[src/rtl/uart1_frame_pkg.sv]
// Shared constants and state encoding for the UART1 frame parser.
// Frame = 4-byte header, 4-byte version/num field, then NUM_PULSE 8-byte records.
package uart1_frame_pkg;

    localparam logic [31:0] HEAD_DEF      = 32'h7FFF7FFF;
    localparam int          NUM_PULSE_DEF = 12;
    localparam int          HDR_BYTES     = 4;
    localparam int          REC_BYTES     = 8;

    typedef enum logic [1:0] {
        HUNT = 2'd0,
        HDR  = 2'd1,
        REC  = 2'd2
    } state_e;

endpackage

[src/rtl/uart1_hdr_hunt.sv]
// Sliding 32-bit header detector; bytes enter at the top so the
// first received byte ends up as the least-significant byte.
module uart1_hdr_hunt
    import uart1_frame_pkg::*;
#(
    parameter logic [31:0] HEAD = HEAD_DEF
) (
    input  logic       clk,
    input  logic       rst,
    input  logic [7:0] byte_i,
    input  logic       vld,
    input  logic       clr,
    output logic       match
);

    logic [31:0] sr_q;
    logic [31:0] sr_d;
    logic [31:0] sr_next;

    assign sr_next = {byte_i, sr_q[31:8]};
    assign match   = vld && (sr_next == HEAD);

    always_comb begin
        sr_d = sr_q;
        if (vld) begin
            sr_d = sr_next;
        end
        if (clr) begin
            sr_d = '0;
        end
    end

    always_ff @(posedge clk) begin
        if (rst) begin
            sr_q <= '0;
        end else begin
            sr_q <= sr_d;
        end
    end

endmodule

[src/rtl/rx_parse_uart1.sv]
// UART1 frame parser: pulls bytes from an RX FIFO and emits decoded records.
// Optional inter-byte timeout is built only when RX_TIMEOUT_EN is defined.
module rx_parse_uart1
    import uart1_frame_pkg::*;
#(
    parameter logic [31:0] HEAD        = HEAD_DEF,
    parameter int          NUM_PULSE   = NUM_PULSE_DEF,
    parameter int          TIMEOUT_CYC = 500000
) (
    input  logic        clk,
    input  logic        rst,
    input  logic        ena,
    output logic        rx_fifo_ren,
    input  logic [7:0]  rx_fifo_rdata,
    input  logic        rx_fifo_empty,
    output logic [15:0] frame_version,
    output logic        rec_valid,
    output logic [7:0]  rec_index,
    output logic [23:0] rec_width,
    output logic [31:0] rec_period,
    output logic        frame_done,
    output logic        err_num,
    output logic        err_index,
    output logic        err_timeout
);

    state_e      state_q, state_d;
    logic        byte_vld_q;
    logic [2:0]  byte_cnt_q, byte_cnt_d;
    logic [7:0]  rec_cnt_q, rec_cnt_d;
    logic [7:0]  ver_lo_q, ver_lo_d;
    logic [7:0]  num_lo_q, num_lo_d;
    logic [7:0]  idx_q, idx_d;
    logic [23:0] width_q, width_d;
    logic [31:0] period_q, period_d;
    logic [15:0] frame_version_q, frame_version_d;
    logic        rec_valid_q, rec_valid_d;
    logic [7:0]  rec_index_q, rec_index_d;
    logic [23:0] rec_width_q, rec_width_d;
    logic [31:0] rec_period_q, rec_period_d;
    logic        frame_done_q, frame_done_d;
    logic        err_num_q, err_num_d;
    logic        err_index_q, err_index_d;
    logic        err_timeout_q, err_timeout_d;
    logic        hdr_match;

`ifdef RX_TIMEOUT_EN
    logic [31:0] tmo_q, tmo_d;
`else
    logic        unused_tmo_cfg;
    assign unused_tmo_cfg = ^TIMEOUT_CYC;
`endif

    assign rx_fifo_ren = ena && !rx_fifo_empty;

    uart1_hdr_hunt #(
        .HEAD   (HEAD)
    ) u_hunt (
        .clk    (clk),
        .rst    (rst),
        .byte_i (rx_fifo_rdata),
        .vld    (byte_vld_q && (state_q == HUNT)),
        .clr    (hdr_match),
        .match  (hdr_match)
    );

    always_comb begin
        state_d         = state_q;
        byte_cnt_d      = byte_cnt_q;
        rec_cnt_d       = rec_cnt_q;
        ver_lo_d        = ver_lo_q;
        num_lo_d        = num_lo_q;
        idx_d           = idx_q;
        width_d         = width_q;
        period_d        = period_q;
        frame_version_d = frame_version_q;
        rec_index_d     = rec_index_q;
        rec_width_d     = rec_width_q;
        rec_period_d    = rec_period_q;
        rec_valid_d     = 1'b0;
        frame_done_d    = 1'b0;
        err_num_d       = 1'b0;
        err_index_d     = 1'b0;
        err_timeout_d   = 1'b0;
`ifdef RX_TIMEOUT_EN
        tmo_d           = tmo_q;
`endif

        if (byte_vld_q) begin
            unique case (state_q)
                HUNT: begin
                    if (hdr_match) begin
                        state_d    = HDR;
                        byte_cnt_d = '0;
                    end
                end
                HDR: begin
                    byte_cnt_d = byte_cnt_q + 3'd1;
                    case (byte_cnt_q)
                        3'd0: ver_lo_d = rx_fifo_rdata;
                        3'd1: frame_version_d = {rx_fifo_rdata, ver_lo_q};
                        3'd2: num_lo_d = rx_fifo_rdata;
                        default: begin
                            byte_cnt_d = '0;
                            if ({rx_fifo_rdata, num_lo_q} == 16'(NUM_PULSE)) begin
                                state_d   = REC;
                                rec_cnt_d = '0;
                            end else begin
                                state_d   = HUNT;
                                err_num_d = 1'b1;
                            end
                        end
                    endcase
                end
                REC: begin
                    byte_cnt_d = byte_cnt_q + 3'd1;
                    if (byte_cnt_q == 3'd0) begin
                        if (rx_fifo_rdata == rec_cnt_q) begin
                            idx_d = rx_fifo_rdata;
                        end else begin
                            state_d     = HUNT;
                            byte_cnt_d  = '0;
                            err_index_d = 1'b1;
                        end
                    end else if (byte_cnt_q < 3'd4) begin
                        width_d = {rx_fifo_rdata, width_q[23:8]};
                    end else if (byte_cnt_q != 3'(REC_BYTES - 1)) begin
                        period_d = {rx_fifo_rdata, period_q[31:8]};
                    end else begin
                        // Last byte goes straight to the output register.
                        period_d     = {rx_fifo_rdata, period_q[31:8]};
                        rec_valid_d  = 1'b1;
                        rec_index_d  = idx_q;
                        rec_width_d  = width_q;
                        rec_period_d = {rx_fifo_rdata, period_q[31:8]};
                        rec_cnt_d    = rec_cnt_q + 8'd1;
                        if (rec_cnt_q == 8'(NUM_PULSE - 1)) begin
                            frame_done_d = 1'b1;
                            state_d      = HUNT;
                        end
                    end
                end
                default: state_d = HUNT;
            endcase
        end

`ifdef RX_TIMEOUT_EN
        // A byte in this cycle clears the timer, so content errors always win.
        if (byte_vld_q) begin
            tmo_d = '0;
        end else if (state_q != HUNT) begin
            if (tmo_q == 32'(TIMEOUT_CYC - 1)) begin
                err_timeout_d = 1'b1;
                state_d       = HUNT;
                tmo_d         = '0;
                byte_cnt_d    = '0;
                rec_cnt_d     = '0;
            end else begin
                tmo_d = tmo_q + 32'd1;
            end
        end
`endif
    end

    always_ff @(posedge clk) begin
        if (rst) begin
            state_q         <= HUNT;
            byte_vld_q      <= 1'b0;
            byte_cnt_q      <= '0;
            rec_cnt_q       <= '0;
            ver_lo_q        <= '0;
            num_lo_q        <= '0;
            idx_q           <= '0;
            width_q         <= '0;
            period_q        <= '0;
            frame_version_q <= '0;
            rec_valid_q     <= 1'b0;
            rec_index_q     <= '0;
            rec_width_q     <= '0;
            rec_period_q    <= '0;
            frame_done_q    <= 1'b0;
            err_num_q       <= 1'b0;
            err_index_q     <= 1'b0;
            err_timeout_q   <= 1'b0;
`ifdef RX_TIMEOUT_EN
            tmo_q           <= '0;
`endif
        end else begin
            state_q         <= state_d;
            byte_vld_q      <= rx_fifo_ren;
            byte_cnt_q      <= byte_cnt_d;
            rec_cnt_q       <= rec_cnt_d;
            ver_lo_q        <= ver_lo_d;
            num_lo_q        <= num_lo_d;
            idx_q           <= idx_d;
            width_q         <= width_d;
            period_q        <= period_d;
            frame_version_q <= frame_version_d;
            rec_valid_q     <= rec_valid_d;
            rec_index_q     <= rec_index_d;
            rec_width_q     <= rec_width_d;
            rec_period_q    <= rec_period_d;
            frame_done_q    <= frame_done_d;
            err_num_q       <= err_num_d;
            err_index_q     <= err_index_d;
            err_timeout_q   <= err_timeout_d;
`ifdef RX_TIMEOUT_EN
            tmo_q           <= tmo_d;
`endif
        end
    end

    assign frame_version = frame_version_q;
    assign rec_valid     = rec_valid_q;
    assign rec_index     = rec_index_q;
    assign rec_width     = rec_width_q;
    assign rec_period    = rec_period_q;
    assign frame_done    = frame_done_q;
    assign err_num       = err_num_q;
    assign err_index     = err_index_q;
    assign err_timeout   = err_timeout_q;

endmodule

[config.mk]
export PLATFORM = sky130hd
export DESIGN_NAME = rx_parse_uart1
export DESIGN_NICKNAME = d
export VERILOG_FILES = /design/src/rtl/uart1_frame_pkg.sv /design/src/rtl/uart1_hdr_hunt.sv /design/src/rtl/rx_parse_uart1.sv
export SDC_FILE = /design/constraint.sdc
export NUM_CORES = 1
export LEC_CHECK = 0
export CORE_AREA = 2 2 115 117
export DETAILED_ROUTE_END_ITERATION = 7
export DIE_AREA = 0 0 117 119
export PLACE_DENSITY = 0.84
export SYNTH_ARGS = -nofsm -noshare
export SYNTH_HDL_FRONTEND = slang
export SYNTH_SLANG_ARGS = --single-unit
[constraint.sdc]
create_clock -name clk -period 3.47 [get_ports clk]
set_clock_uncertainty 0.1 [all_clocks]
set_input_delay 0.5205 -clock clk [delete_from_list [all_inputs] [get_ports clk]]
set_output_delay 0.5205 -clock clk [all_outputs]
set_load 0.05 [all_outputs]
==> metrics.txt <==
status completed; final standard cell utilization of the core 0.7018; synth unique cells 49; floorplan die area 0.01392 mm²; length of the first detailed-routing pass in iterations 5; Final Wtd Congestion 0.8943; buffer levels on the longest clock path 2; vias per cell 5.410; initial antenna violation count 0; Iter 0 DRT Violations 610; post-route standard cell area excluding fillers 0.009036 mm²; flip-flop and latch count after synthesis 194; Comb power frac 0.024; Critical Path Most Common Cell sky130_fd_sc_hd__clkdlybuf4s50_1; largest driver fanout on the critical path 2; IR drop worst, VDD 0.3718 mV; setup-violating endpoint count in the final report 0; area share of the leading cell type in the synthesized netlist 0.5257; flip-flop cell with the highest count after synthesis sky130_fd_sc_hd__dfxtp_1; total detailed-routing wirelength 17.14 mm; transition time of the tightest slew-check pin 0.9086 ns; final period demand of the worst path 2.554 ns; cell with the largest stage delay on the worst path sky130_fd_sc_hd__clkdlybuf4s50_1; estimated wirelength of the detail-placed design 11.12 mm; clock-pin transition on the worst setup and hold timing paths 0.07 ns; worst path required time 2.85 ns; final count of pins violating max slew 0; layout filler cell count 998; mean routed wirelength per cell 14.54 µm; Worst Setup EP rx_fifo_ren; clock tree root driver cell sky130_fd_sc_hd__clkbuf_16; Clock power frac 0.470; top area cells in the synthesized netlist sky130_fd_sc_hd__dfxtp_1 53%, sky130_fd_sc_hd__nand2_1 18%, sky130_fd_sc_hd__a21oi_1 12%; most common cell after layout, fill and taps aside sky130_fd_sc_hd__nand2_1; die boundary width 117 µm; effective utilization at floorplan 0.5739; total number of vias 6378; Mapped Cells 924; Yosys Warn Count 0; placeable core region 0.01287 mm²; post-place instance area 0.008402 mm²; crit-path max cell delay 0.82 ns; Die Y 119 µm; cell chain of the critical path clkdlybuf4s50_1, nor2b_1, clkdlybuf4s50_1; final hold violations 0; Internal Power 3.470 mW; count of buffers from port buffering 96; crit path capture type output port; total standard cell area after synthesis 0.007388 mm²; Critical R2R Capture rec_cnt_q[7]; number of antenna-violating nets in the routed design 0; number of instances resized during post-cts repair 0; number of buffer and inverter stages on the critical path 2; share of post-route cells with drive strength above 1 0.06082; worst setup slack for register-to-register paths 0.94 ns; leading area contributor after synthesis sky130_fd_sc_hd__dfxtp_1; remaining max-slew budget at the tightest pin 0.3942; WP depth 3; number of nets produced by synthesis 948; pin count of the biggest net entering global routing 81; vias in the first global route 5886; global-route wire length before repair 28.30 mm; total power 4.416 mW; mean instance size in the synthesized netlist 7.996 µm²; setup TNS 0 ns; count of hold-fix buffers inserted at cts 0; worst-skew pair later-pin latency 0.43 ns; power density of the placed cells 488.7 mW/mm²; clock buffers created by TritonCTS 17; remaining design rule violation count 0; worst slack at placement 0.4743 ns; async set-or-reset flop fraction in the synthesized netlist 0; ANT cells 0; tightest hold margin 0.3533 ns; global-route usage over all layers 0.2560; Sw Share 0.2143; sequential area share after synthesis 0.5257; type of element launching the critical path input port; number of nets in the layout 1014; std cell rows 42; kind of cell with the highest combined delay on the critical path buffers and inverters; critical path arrival 1.93 ns; switching power 946.6 µW; worst setup path category in2out; worst r2r path cells 7; leakage power 2.907 nW; final std cells w/o fill 1179; Area Growth Syn to Fin 22.30%; count of buffers added by post-CTS timing repair for setup 0; Maximum Capacitance Violations 0; most frequent cells in the layout 349 x sky130_fd_sc_hd__nand2_1, 194 x sky130_fd_sc_hd__dfxtp_1, 171 x sky130_fd_sc_hd__a21oi_1; clock tree from TritonCTS yes; placed cell count 1147; share of the clock period used by the worst path after layout 0.7361; Worst setup startpoint ena; total clock sinks 194; peak clock frequency supported by timing 0.3915 GHz; count of H-tree levels built during CTS 4; I/O pin count 98; unrepaired setup endpoints after global routing no; Flop pwr share 0.506; RR Startpoint byte_cnt_q[0]; Overflow after GRT 0; EDFF count, synth 0; class of the worst hold path reg2reg; final setup slack of the worst path 0.9158 ns
## power groups by stage
stage	Combinational, mW	Sequential (mW)	Clock, mW
floorplan	0.0701	2.28	0
global placement	0.104	2.29	0
detailed placement	0.104	2.29	0
CTS	0.104	2.23	2.10
global route	0.113	2.23	2.20
finish	0.105	2.23	2.08
## Yosys cell counts (all sizes together) (3+ instances only)
library cell    n
buf            12
nand3           9
o31ai           3
nand2         349
a21oi         171
dfxtp         194
or3             3
nand4          11
clkbuf         54
nand2b          3
inv             9
nand4b          3
and3            3
xnor2          14
nor3b           3
nor3            8
ha             12
nor4            7
nor2           20
mux2i          10
o21ai           4
## layout make-up
class	count	area [µm²]	area share
Sequential cell	194	3884	0.4298
Multi-Input combinational cell	655	3178	0.3517
Timing Repair Buffer	113	1086	0.1202
Clock buffer	20	466.7	0.05165
Tap cell	176	220.2	0.02437
Clock inverter	12	167.7	0.01855
Inverter	9	33.78	0.003739
## worst min path at each step
stage / from / endpoint / slack (ns) / cells past startpoint
3_3_place_gp: period_q[8] / rec_period[0] / 0.34 / 2
4_1_cts: period_q[10] / rec_period[2] / 0.35 / 2
2_1_floorplan: num_lo_q[3] / num_lo_q[3] / 0.33 / 2
5_1_grt: width_q[5] / rec_width[5] / 0.37 / 2
6_report: period_q[10] / rec_period[2] / 0.35 / 2
3_5_place_dp: period_q[10] / rec_period[2] / 0.34 / 2
## state kept, by name, indices dropped and copies added (netlist names)
signal,count
rec_cnt_q,8
rec_valid,1
u_hunt.sr_q,24
rec_width,24
byte_cnt_q,3
rec_period,32
err_index,1
frame_version,16
rec_index,8
period_q,24
width_q,24
frame_done,1
err_num,1
byte_vld_q,1
idx_q,8
num_lo_q,8
state_q,2
ver_lo_q,8
## tightest hold or removal path: cells and delay by family (launching register included)
family             cells  cell delay, ns
and+or+nand+nor        1            0.05
DFF                    1            0.31
AOI/OAI and AO/OA      1            0.05
## per-layer routing
metal | track usage | up-vias | wire length, µm
li1 | - | 3161 | -
met1 | 0.3381 | 2974 | 7415
met2 | 0.4104 | 211 | 8291
met3 | 0.05496 | 32 | 1051
met4 | 0.09485 | 0 | 380
met5 | 0 | - | 0
## cell families after synthesis
logic type / after synthesis / synth area share
xor+xnor: 14 / 0.01660
mux: 10 / 0.01355
flops: 194 / 0.5257
simple gates: 433 / 0.2474
other cells: 1 / 0.0005076
compound gates: 185 / 0.1304
fa+ha+maj: 12 / 0.02032
buf+inv: 75 / 0.04555
Note: power is estimated with default switching activity, not from simulation.
